## config.mk

```make
export PLATFORM = sky130hd
export DESIGN_NAME = spi_instr_fetch
export DESIGN_NICKNAME = d
export VERILOG_FILES = /design/src/rtl/spi_instr_fetch_pkg.sv /design/src/rtl/spi_instr_fetch_bit_clock.sv /design/src/rtl/spi_instr_fetch.sv
export SDC_FILE = /design/constraint.sdc
export NUM_CORES = 1
export LEC_CHECK = 0
export CORE_ASPECT_RATIO = 0.9
export CORE_MARGIN = 2
export CORE_UTILIZATION = 60
export CTS_BUF_LIST = sky130_fd_sc_hd__clkbuf_2
export DETAILED_ROUTE_END_ITERATION = 12
export PLACE_DENSITY = 0.93
export SETUP_SLACK_MARGIN = 0.02
export SYNTH_ARGS = -nofsm -noshare
export SYNTH_HDL_FRONTEND = slang
export SYNTH_SLANG_ARGS = --single-unit
```

## constraint.sdc

```tcl
create_clock -name clk -period 2.6 [get_ports clk]
set_clock_uncertainty 0.1 [all_clocks]
set_input_delay 0.26 -clock clk [delete_from_list [all_inputs] [get_ports clk]]
set_output_delay 0.26 -clock clk [all_outputs]
set_load 0.005 [all_outputs]
```

## src/rtl/spi_instr_fetch_pkg.sv

```systemverilog
// Shared types and constants for the SPI instruction fetch stage.
//   fetch_state_t : fetch FSM encoding
//   fetch_buf_t   : one-entry instruction buffer payload
//   SPI_CMD_READ, CMD/ADDR/DATA bit counts, word-to-byte address helper
package spi_instr_fetch_pkg;

    localparam logic [7:0]  SPI_CMD_READ = 8'h03;
    localparam int unsigned CMD_BITS     = 8;
    localparam int unsigned ADDR_BITS    = 24;
    localparam int unsigned DATA_BITS    = 16;
    localparam int unsigned XFER_BITS    = CMD_BITS + ADDR_BITS + DATA_BITS;
    localparam int unsigned BIT_CNT_W    = 6;
    localparam int unsigned PC_W         = 16;

    typedef enum logic [2:0] {
        ST_IDLE,
        ST_CMD,
        ST_ADDR,
        ST_DATA,
        ST_GAP
    } fetch_state_t;

    typedef struct packed {
        logic            vld;
        logic [PC_W-1:0] pc;
        logic [15:0]     data;
    } fetch_buf_t;

    // 16-bit word address -> 24-bit byte address; bit 17 and up are always zero.
    function automatic logic [ADDR_BITS-1:0] word_to_byte_addr(input logic [PC_W-1:0] wa);
        return {7'b0, wa, 1'b0};
    endfunction

endpackage

```

## src/rtl/spi_instr_fetch_bit_clock.sv

```systemverilog
// SPI mode-0 bit clock generator.
//   clk, rst : clock and synchronous active-high reset
//   en       : transaction active; sck idles low and counters clear while low
//   sck      : SPI clock, half period CLK_DIV clk cycles
//   rise_c   : sck rises on the coming edge (sample point)
//   fall_c   : sck falls on the coming edge (shift point)
// The first enabled cycle is a chip-select setup cycle before the divider starts.
module spi_instr_fetch_bit_clock #(
    parameter int unsigned CLK_DIV = 1
) (
    input  logic clk,
    input  logic rst,
    input  logic en,
    output logic sck,
    output logic rise_c,
    output logic fall_c
);

    localparam int unsigned      DIV_W    = (CLK_DIV > 1) ? $clog2(CLK_DIV) : 1;
    localparam logic [DIV_W-1:0] DIV_LAST = DIV_W'(CLK_DIV - 1);

    logic [DIV_W-1:0] div_cnt;
    logic             armed;
    logic             tick_c;

    assign tick_c = en & armed & (div_cnt == DIV_LAST);
    assign rise_c = tick_c & ~sck;
    assign fall_c = tick_c &  sck;

    // Divider and sck toggle.
    always_ff @(posedge clk) begin
        if (rst || !en) begin
            div_cnt <= '0;
            armed   <= 1'b0;
            sck     <= 1'b0;
        end else begin
            armed <= 1'b1;
            if (armed) begin
                if (tick_c) begin
                    div_cnt <= '0;
                    sck     <= ~sck;
                end else begin
                    div_cnt <= div_cnt + DIV_W'(1);
                end
            end
        end
    end

endmodule

```

## src/rtl/spi_instr_fetch.sv

```systemverilog
// Instruction fetch stage for risc16: reads the 16-bit word at pc from SPI
// flash/SRAM (READ command, mode 0) into a one-entry buffer.
//   clk, rst      : clock and synchronous active-high reset
//   fetch_req     : core wants the instruction at pc
//   pc            : word address
//   instr         : buffered instruction word
//   instr_valid   : buffer holds the word at pc (combinational hit)
//   spi_cs_n/sck/mosi/miso : SPI master interface
module spi_instr_fetch
    import spi_instr_fetch_pkg::*;
#(
    parameter logic [7:0]  CMD_READ = SPI_CMD_READ,
    parameter int unsigned CLK_DIV  = 1,
    parameter int unsigned CS_IDLE  = 2
) (
    input  logic            clk,
    input  logic            rst,
    input  logic            fetch_req,
    input  logic [PC_W-1:0] pc,
    output logic [15:0]     instr,
    output logic            instr_valid,
    output logic            spi_cs_n,
    output logic            spi_sck,
    output logic            spi_mosi,
    input  logic            spi_miso
);

    localparam int unsigned          GAP_W     = $clog2(CS_IDLE + 1);
    localparam logic [GAP_W-1:0]     GAP_LAST  = GAP_W'(CS_IDLE);
    localparam logic [BIT_CNT_W-1:0] CMD_LAST  = BIT_CNT_W'(CMD_BITS - 1);
    localparam logic [BIT_CNT_W-1:0] ADDR_LAST = BIT_CNT_W'(CMD_BITS + ADDR_BITS - 1);
    localparam logic [BIT_CNT_W-1:0] XFER_LAST = BIT_CNT_W'(XFER_BITS - 1);
    localparam int unsigned          TX_W      = CMD_BITS + ADDR_BITS - 1;

    fetch_state_t          state, state_d;
    logic [PC_W-1:0]       req_pc, req_pc_d;
    logic [TX_W-1:0]       tx_sr, tx_d;
    logic [DATA_BITS-1:0]  rx_sr, rx_d;
    logic [BIT_CNT_W-1:0]  bit_cnt, bit_cnt_d;
    logic [GAP_W-1:0]      gap_cnt, gap_d;
    fetch_buf_t            fbuf, fbuf_d;
    logic                  cs_n_d, mosi_d;
    logic                  hit_c, clk_en_c, rise_c, fall_c;

    assign hit_c       = fbuf.vld && (fbuf.pc == pc) && (state == ST_IDLE);
    assign instr_valid = hit_c;
    assign instr       = fbuf.data;
    assign clk_en_c    = (state == ST_CMD) || (state == ST_ADDR) || (state == ST_DATA);

    spi_instr_fetch_bit_clock #(
        .CLK_DIV (CLK_DIV)
    ) u_bit_clock (
        .clk    (clk),
        .rst    (rst),
        .en     (clk_en_c),
        .sck    (spi_sck),
        .rise_c (rise_c),
        .fall_c (fall_c)
    );

    // State and datapath registers.
    always_ff @(posedge clk) begin
        if (rst) begin
            state    <= ST_IDLE;
            req_pc   <= '0;
            tx_sr    <= '0;
            rx_sr    <= '0;
            bit_cnt  <= '0;
            gap_cnt  <= '0;
            fbuf     <= '0;
            spi_cs_n <= 1'b1;
            spi_mosi <= 1'b0;
        end else begin
            state    <= state_d;
            req_pc   <= req_pc_d;
            tx_sr    <= tx_d;
            rx_sr    <= rx_d;
            bit_cnt  <= bit_cnt_d;
            gap_cnt  <= gap_d;
            fbuf     <= fbuf_d;
            spi_cs_n <= cs_n_d;
            spi_mosi <= mosi_d;
        end
    end

    // Next-state and next-output logic.
    always_comb begin
        state_d   = state;
        req_pc_d  = req_pc;
        tx_d      = tx_sr;
        rx_d      = rx_sr;
        bit_cnt_d = bit_cnt;
        gap_d     = gap_cnt;
        fbuf_d    = fbuf;
        cs_n_d    = spi_cs_n;
        mosi_d    = spi_mosi;

        case (state)
            ST_IDLE: begin
                if (fetch_req && !hit_c) begin
                    state_d    = ST_CMD;
                    req_pc_d   = pc;
                    tx_d       = {CMD_READ[6:0], word_to_byte_addr(pc)};
                    mosi_d     = CMD_READ[7];
                    rx_d       = '0;
                    bit_cnt_d  = '0;
                    fbuf_d.vld = 1'b0;
                    cs_n_d     = 1'b0;
                end
            end

            ST_CMD, ST_ADDR, ST_DATA: begin
                if (rise_c && (state == ST_DATA)) begin
                    rx_d = {rx_sr[DATA_BITS-2:0], spi_miso};
                end
                if (fall_c) begin
                    if (bit_cnt == XFER_LAST) begin
                        fbuf_d.vld  = 1'b1;
                        fbuf_d.pc   = req_pc;
                        fbuf_d.data = rx_sr;
                        cs_n_d      = 1'b1;
                        mosi_d      = 1'b0;
                        gap_d       = '0;
                        state_d     = ST_GAP;
                    end else begin
                        // Next outgoing bit goes out on the same edge sck falls.
                        bit_cnt_d = bit_cnt + BIT_CNT_W'(1);
                        mosi_d    = tx_sr[TX_W-1];
                        tx_d      = {tx_sr[TX_W-2:0], 1'b0};
                        if (bit_cnt == CMD_LAST) begin
                            state_d = ST_ADDR;
                        end else if (bit_cnt == ADDR_LAST) begin
                            state_d = ST_DATA;
                        end
                    end
                end
            end

            // cs_n stays high through the whole gap; the final gap cycle
            // covers the hand-over from the completed read to the buffer hit.
            ST_GAP: begin
                if (gap_cnt == GAP_LAST) begin
                    state_d = ST_IDLE;
                end else begin
                    gap_d = gap_cnt + GAP_W'(1);
                end
            end

            default: state_d = ST_IDLE;
        endcase
    end

endmodule
```

After elaboration in Yosys (flattened, before gate mapping)
Index checks and enable logic that the tools add are counted.
- $add $sub $neg: 3
- eq/ne operators: 17
- mux-type cells: 34
- bitwise logic cells: 6
- reduce and logical (&&, ||, !) cells: 22
- operators by type and width (kind ; number):
    2-to-1 mux 31 bit ; 3
    2-to-1 mux 33 bit ; 2
    one-hot mux 31 bit (2 select lines) ; 1
    2-to-1 mux 16 bit ; 2
    one-hot mux 16 bit (2 select lines) ; 1
    2-to-1 mux 3 bit ; 6
    2-to-1 mux 6 bit ; 3
    equality test 16 bit ; 1
    AND reduction 4 bit ; 4
    inequality test 2 bit, second input constant ; 6
    one-hot mux 6 bit (2 select lines) ; 1
    one-hot mux 3 bit (3 select lines) ; 1
    AND reduction 3 bit ; 3
    2-to-1 mux 1 bit ; 7
    adder 6 x 1 -> 6 bit, second input constant ; 1
    equality test 3 x 2 -> 1 bit, second input constant ; 2
    equality test 6 x 3 -> 1 bit, second input constant ; 1
    equality test 6 x 5 -> 1 bit, second input constant ; 1
    equality test 6 bit, second input constant ; 1
    2-to-1 mux 2 bit ; 3
    one-hot mux 1 bit (2 select lines) ; 3
    AND 1 bit ; 4
    logical AND 1 bit ; 4
    inequality test 4 bit, second input constant ; 1
    other kinds (14) ; 20
- register bits: 112
- bits of input ports: 20
- output and inout port bits: 20
- word-level logic and storage cells: 96

Longest topological paths before layout
Gate-level depths: netlist (run 1).
- depth after elaboration: 9
- depth in mapped cells: 9
- depth with buffers taken out: 7

By module
A second synthesis (run 1) with hierarchy kept.
- cell total of the unflattened synthesis: 544
- area, all modules: 4659.5 sq um
- modules (own cells, without submodules) (module ; instances ; cells each ; area an instance (sq um) ; sequential area each (sq um)):
    spi_instr_fetch ; 1 ; 533 ; 4538.1 ; 2162.1
    spi_instr_fetch_bit_clock ; 1 ; 11 ; 121.4 ; 60.1

Worst setup path after synthesis (run 1)
OpenSTA, ideal clock, no wires.
- path kind: flip-flop to flip-flop
- from: reg state[2]
- to: reg tx_sr[10]
- setup time: 122 ps
- arrival time: 2067 ps
- data required time: 2378 ps
- path slack: 311 ps
- cell stages (with the launch flop): 10
- path buffers: 3
- period minus slack after synthesis: 2289 ps
- cells stage by stage: dfxtp_1 -> buf_6 -> or4b_4 -> nor4_2 -> nand2_1 -> o21ai_4 -> or2_1 -> buf_4 -> buf_2 -> o22ai_1
- cells in the longest elaborated chain, start to end: 8
- elaborated cells on any way between the ends: 19
- those cells by class: eq/ne (6); mux (1); bitwise (3); reduce/logical (9)
- ends and longest elaborated chain (item ; line ; text):
    start, declared ; spi_instr_fetch.sv:35 ; fetch_state_t state, state_d;
    start signal, assigned ; spi_instr_fetch.sv:74 ; state <= state_d;
    equality test 3 x 1 -> 1 bit or equality test 3 x 2 -> 1 bit (tied branches) ; spi_instr_fetch.sv:48, spi_instr_fetch.sv:98 ;
    logical OR 1 bit (2 in a row) ; spi_instr_fetch.sv:48 ; assign clk_en_c = (state == ST_CMD) || (state == ST_ADDR) || (state == ST_DATA);
    AND 1 bit (2 in a row) ; spi_instr_fetch_bit_clock.sv:26 ; assign tick_c = en & armed & (div_cnt == DIV_LAST);
    AND 1 bit ; spi_instr_fetch_bit_clock.sv:28 ; assign fall_c = tick_c & sck;
    inequality test 2 bit (no line) ; -- ;
    AND reduction 4 bit (no line) ; -- ;
    end signal, assigned ; spi_instr_fetch.sv:76 ; tx_sr <= tx_d;
    end, declared ; spi_instr_fetch.sv:37 ; logic [TX_W-1:0] tx_sr, tx_d;
Parallel ways exist; a longest one is shown, timed or not.
A chain may end at the register's enable or synchronous reset.

Final worst setup path (run 1)
- from: reg state[0]
- to: out instr_valid
- cells in the longest elaborated chain, start to end: 2
- ends and longest elaborated chain (item ; line ; text):
    logical NOT 3 bit ; spi_instr_fetch.sv:45 ; assign hit_c = fbuf.vld && (fbuf.pc == pc) && (state == ST_IDLE);
    logical AND 1 bit ; spi_instr_fetch.sv:45 ;
    end, declared ; spi_instr_fetch.sv:21 ; output logic instr_valid,
No other way between the ends.

==> flow_metrics.py, run 1 <==
metrics = {
    "run_status": {
        "failed_checks": "negative setup slack",
        "outcome": "finished, violations left",
    },
    "synth": {
        "syn_area_per_cell_um2": 8.02,
        "syn_area_mm2": 0.00489,
        "synth_nets": 631,
        "synth_area_leaders": "dfxtp_1 (45%), nand2_1 (13%), mux2i_1 (6.8%)",
        "synthTopCellsByCount": "nand2_1 (174), dfxtp_1 (111), nor2_1 (60), a21oi_1 (56), clkbuf_1 (35)",
        "ys_warn_count": 0,
        "synth.most_common_cell": "nand2_1",
        "synth_enable_flop_cells": 0,
        "synth-seq-cells": 111,
        "yosysTopAreaCellShare": 0.455,
        "synth_cell_types": 51,
        "synth_seq_area_share": 0.455,
        "synthCells": 609,
        "dominantRegCellSynth": "dfxtp_1",
        "synthArstFlopShare": 0,
        "synth.largest_area_cell": "dfxtp_1",
    },
    "worst_setup_path": {
        "cp.arrival_ps": 2270,
        "crit_type": "reg -> out",
        "reg2reg_slack_ps": 130,
        "reg2reg_to": "tx_sr[4]$_SDFFE_PP0P_",
        "ff2ff_path_depth": 8,
        "crit_family": "simple AND/OR/NAND/NOR gates",
        "start_kind": "flip-flop",
        "cp.required_ps": 2240,
        "slowest_stage": "or4b_4",
        "path_buf_inv": 1,
        "reg2reg_from": "state[0]$_SDFFE_PP0P_",
        "cp_max_fo": 2,
        "critPathCaptureType": "primary output",
        "critPathMaxStageDelay_ps": 560,
        "cp_cell_sequence": "or4b_4 > nor2_4 > nand4_1 > nor4_4 > buf_2",
    },
    "routing": {
        "drt-initial-drc-count": 267,
        "ant_nets": 0,
        "drc_errors": 0,
        "wl_per_cell_um": 15.4,
        "dr.pass1.iters": 5,
        "vias": 4328,
        "wl_mm": 11.5,
        "via_per_inst": 5.81,
    },
    "sta": {
        "max_slew.worst_pin.slew_ps": 679,
        "grt_setup_unrepaired": "true",
        "setup_viol": 1,
        "max_freq_mhz": 381,
        "slew_viol_final": 0,
        "finalCritPeriodShare": 1.01,
        "finalHoldWorstSlack_ps": 97.8,
        "hold_violations": 0,
        "setup_slack_ps": -27.3,
        "period_minus_slack_ps": 2630,
        "maxSlewHeadroom": 0.547,
    },
    "floorplan": {
        "initial_utilization": 0.612,
        "rows": 31,
        "die_area_mm2": 0.00888,
        "die_width_um": 99.1,
        "die_h_um": 89.6,
        "core_area_mm2": 0.00799,
        "io_pins": 40,
    },
    "clocking": {
        "cts_tree": "done",
        "cts_htree_levels": 3,
        "clk_pin_slew_ps": 310,
        "cts_buffer_depth": 2,
        "cts_sinks": 111,
        "clkLatencyLatePin_ps": 600,
        "cts_buffers": 9,
        "clockRootBuffer": "clkbuf_2",
    },
    "worst_hold_path": {
        "holdPathEnd": "rx_sr[0]$_SDFFE_PP0P_",
        "whs_path_depth": 3,
        "min_path_type": "in -> reg",
        "hp-start": "spi_miso",
    },
    "cells_and_area": {
        "drive_above_1_share": 0.119,
        "multi_input_area_mm2": 0.00237,
        "finalNetCount": 663,
        "regArea_mm2": 0.00222,
        "area_growth_syn_to_layout_pct": 14.1,
        "diodes": 0,
        "filler_cell_count": 571,
        "utilization": 0.698,
        "final_cells": 745,
    },
    "placement": {
        "port_buffers": 39,
        "dpl_worst_slack_ps": -225,
        "gp_congestion": 0.866,
        "dpl.hpwl_mm": 7.53,
        "dp.cells": 724,
    },
    "global_route": {
        "grt_pass1_vias": 3910,
        "grt_usage": 0.260,
        "grt_pass1_wl_mm": 18.4,
        "antenna_found_initial": 0,
        "grt_max_degree": 42,
        "grt.overflow.total": 0,
    },
    "power": {
        "power_density_mw_per_mm2": 566,
        "peakVddDrop_mv": 0.343,
        "leakagePower_nw": 2.08,
    },
    "job": {
        "maxCapViolations": 0,
    },
}
area by class of cell:
| cell class | count | share of cell area |
|---|---|---|
| Clock buffer | 9 | 0.00808 |
| Inverter | 4 | 0.00269 |
| Multi-Input combinational cell | 434 | 0.425 |
| Tap cell | 99 | 0.0222 |
| Timing Repair Buffer | 81 | 0.133 |
| Clock inverter | 7 | 0.00987 |
| Sequential cell | 111 | 0.399 |
power breakdown:
group	total [W]	switching (W)	internal (W)	leakage [nW]
Sequential	0.00183	0.0000436	0.00178	0.901
Combinational	0.000606	0.000351	0.000255	1.12
Clock	0.000725	0.000585	0.000140	0.0646
Total	0.00316	0.000979	0.00218	2.08
stage by stage:
step / instance area (um^2) / total power (W) / setup TNS [ps]
after floorplan: 4890 / 0.00225 / 0
after global placement: 5380 / 0.00238 / -3770
after detailed placement: 5380 / 0.00241 / -9440
after CTS: 5550 / 0.00314 / -93.4
after global routing: 5580 / 0.00329 / -140
final: 5580 / 0.00316 / -27.3
cell usage in the layout (no fill, tap or decap), drive strengths merged, types with 7 or more instances in the layout:
cell / instances
nor2: 60
buf: 43
a21oi: 56
nand2: 174
clkdlybuf4s50: 37
o22ai: 24
dfxtp: 111
mux2i: 33
clkbuf: 9
inv: 7
xor2: 17
nor4: 7
how the worst max path moves through the flow:
stage / slack, ps / to / startpoint / depth (start not counted)
6_report: -30 / instr_valid / state[0]$_SDFFE_PP0P_ / 5
2_1_floorplan: 310 / tx_sr[10]$_SDFFE_PP0P_ / state[2]$_SDFFE_PP0P_ / 9
3_3_place_gp: -210 / instr_valid / pc[2] / 7
3_5_place_dp: -230 / rx_sr[3]$_SDFFE_PP0P_ / pc[6] / 8
5_1_grt: -140 / instr_valid / state[0]$_SDFFE_PP0P_ / 5
4_1_cts: -90 / instr_valid / state[2]$_SDFFE_PP0P_ / 5
flip-flops by register name (all words and copies together) (netlist names):
register / flops
tx_sr: 30
req_pc: 16
gap_cnt: 2
bit_cnt: 6
instr: 16
u_bit_clock.armed: 1
spi_cs_n: 1
state: 3
rx_sr: 16
spi_mosi: 1
fbuf: 17
u_bit_clock.div_cnt: 1
u_bit_clock.sck: 1
worst min-delay path, cell delays in order:
cell and delay [ps]:
clkdlybuf4s50_1 420, nand2_1 60, mux2i_1 60
metal layers:
layer | GRT usage | vias to the layer above | part of all wire
li1 | - | 2087 | -
met5 | 0 | - | 0
met4 | 0.0859 | 0 | 0.021
met3 | 0.0526 | 29 | 0.055
met1 | 0.320 | 2068 | 0.42
met2 | 0.464 | 144 | 0.50
repair_timing:
item                                   in CTS  in global routing
buffers inserted                            3                  1
cloned                                      0                  0
setup endpoints to repair                  16                 27
hold buffers                                1                  0
pin swaps                                   5                  3
endpoints found under the hold margin      13                  0
gates resized for setup                     9                  5
kinds of logic after synthesis:
group	Yosys count	synth area share
and+or+nand+nor	275	0.237
AOI/OAI and AO/OA	105	0.133
adders and majority gates	2	0.00512
muxes	33	0.0676
DFF	111	0.455
xor gates and xnor gates	19	0.0341
buffers and inverters	64	0.0691
Power figures use the tool's default switching activity.
==> run 2, diff against run 1 <==
SKIP_CTS_REPAIR_TIMING = 1   (was not set)
TNS_END_PERCENT = 30   (was not set)
==> run 2 against run 1 <==
Effect of this change: the flow still finishes with violations (negative setup slack); critical path depth did not move; register-to-register slack worse by 30 ps; largest cell class unchanged; global-route usage fell by 0.92 points; first-iteration DRC count increased by 13%; wire length down 0.92%; utilization is 0.11 points lower; highest routed layer unchanged.
==> flow_metrics.py, run 2 (synthesis gave the netlist of run 1 again) <==
metrics = {
    "floorplan": {
        "io_pins": 40,
        "die_area_mm2": 0.00888,
        "core_area_mm2": 0.00799,
        "die_width_um": 99.1,
        "rows": 31,
        "initial_utilization": 0.612,
        "die_h_um": 89.6,
    },
    "power": {
        "peakVddDrop_mv": 0.348,
        "p_switching_w": 0.000985,
        "switching_share": 0.312,
        "p_int_w": 0.00218,
        "p_comb_frac": 0.190,
        "power.share.clock": 0.231,
        "power_density_mw_per_mm2": 568,
        "power_frac_seq": 0.578,
        "leakagePower_nw": 2.08,
    },
    "sta": {
        "max_slew.worst_pin.slew_ps": 662,
        "hold_violations": 0,
        "max_freq_mhz": 364,
        "maxSlewHeadroom": 0.558,
        "finalHoldWorstSlack_ps": 83.6,
        "setup_viol": 1,
        "period_minus_slack_ps": 2750,
        "setup_slack_ps": -150,
        "slew_viol_final": 0,
        "grt_setup_unrepaired": "true",
        "finalCritPeriodShare": 1.06,
    },
    "cells_and_area": {
        "diodes": 0,
        "drive_above_1_share": 0.116,
        "largest_register_ffs": 30,
        "fin_area_mm2": 0.00557,
        "final_common_cell": "nand2_1",
        "area_growth_syn_to_layout_pct": 14.0,
        "finalNetCount": 662,
        "filler_cell_count": 571,
        "reg.largest.list": "tx_sr: 30 flops, fbuf: 17 flops",
        "top_register": "tx_sr",
        "most-common-layout-cells": "nand2_1 (174), dfxtp_1 (110), nor2_1 (58)",
    },
    "routing": {
        "vias": 4319,
        "drt-met1-wl_mm": 4.67,
        "drt-initial-drc-count": 302,
        "wl_mm": 11.4,
        "drc_errors": 0,
        "highest_layer": "met4",
        "wl_per_cell_um": 15.3,
        "dr.pass1.iters": 6,
        "ant_nets": 0,
        "route.met3.wl_um": 732,
        "wl_met2_mm": 5.69,
        "via_per_inst": 5.81,
    },
    "clocking": {
        "cts_sinks": 111,
        "clockRootBuffer": "clkbuf_2",
        "cts_buffers": 9,
        "cts_tree": "done",
        "cts_buffer_depth": 2,
        "clkLatencyLatePin_ps": 620,
        "cts_htree_levels": 3,
        "clk_pin_slew_ps": 310,
    },
    "run_status": {
        "outcome": "finished, violations left",
        "failed_checks": "negative setup slack",
    },
    "job": {
        "maxCapViolations": 0,
    },
    "global_route": {
        "antenna_found_initial": 0,
        "grt_usage": 0.251,
        "grt_pass1_vias": 3848,
        "grt.overflow.total": 0,
        "grt_pass1_wl_mm": 17.9,
        "grt_max_degree": 42,
    },
    "placement": {
        "place_area_mm2": 0.00538,
        "gp_congestion": 0.866,
        "port_buffers": 39,
        "dpl.hpwl_mm": 7.53,
    },
    "worst_setup_path": {
        "critPathCaptureType": "primary output",
        "start_kind": "flip-flop",
        "crit_type": "reg -> out",
        "cp.required_ps": 2240,
        "cp_max_fo": 3,
        "cp.arrival_ps": 2390,
    },
    "worst_hold_path": {
        "min_path_type": "in -> reg",
    },
}
run 2: cell types whose count changed in the layout (fill, tap and decap cells not counted):
cell,change
dfxtp_1,+1
dfxtp_2,-1
buf_4,-1
run 2: metrics by stage:
step	cells	power [W]	setup TNS [ps]	util	worst slack [ps]
after floorplan	609	0.00225	0	-	311
after global placement	724	0.00238	-3770	0.673	-209
after detailed placement	724	0.00241	-9440	0.673	-225
after CTS	740	0.00312	-646	0.685	-556
after global routing	744	0.00329	-267	0.697	-227
final	744	0.00316	-150	0.697	-150
run 2: power by group through the flow:
stage               Clock (W)  Combinational, W  Sequential (W)
floorplan                   0          0.000403         0.00184
global placement            0          0.000533         0.00185
detailed placement          0          0.000556         0.00185
CTS                  0.000735          0.000560         0.00183
global route         0.000803          0.000651         0.00184
finish               0.000732          0.000601         0.00183
run 2: metal layers:
| layer | vias to the layer above | track usage |
|---|---|---|
| met4 | 0 | 0.0909 |
| met5 | - | 0 |
| met2 | 167 | 0.440 |
| met3 | 27 | 0.0488 |
| met1 | 2036 | 0.313 |
| li1 | 2089 | - |
run 2: final cells by class:
class | count | area [um^2] | share of cell area
Multi-Input combinational cell | 434 | 2370 | 0.426
Sequential cell | 111 | 2220 | 0.399
Clock buffer | 9 | 45.0 | 0.00809
Tap cell | 99 | 124 | 0.0222
Clock inverter | 7 | 55.1 | 0.00989
Timing Repair Buffer | 80 | 736 | 0.132
Inverter | 4 | 15.0 | 0.00270
run 2: path summary, 6_finish.rpt:
kind,start,slack (ps),depth (start not counted),to
hold / removal,spi_miso,80,3,rx_sr[0]$_SDFFE_PP0P_
setup reg to reg,state[0]$_SDFFE_PP0P_,100,8,tx_sr[4]$_SDFFE_PP0P_
hold reg to reg,u_bit_clock.armed$_DFF_P_,360,1,u_bit_clock.div_cnt$_SDFFE_PN0P_
setup / recovery,state[0]$_SDFFE_PP0P_,-150,5,instr_valid
run 2: critical path, cell delays in order (launching register included):
cell and delay [ps]:
dfxtp_2 410, or4b_4 580, nor2_4 100, nand4_1 170, nor4_4 350, buf_2 170
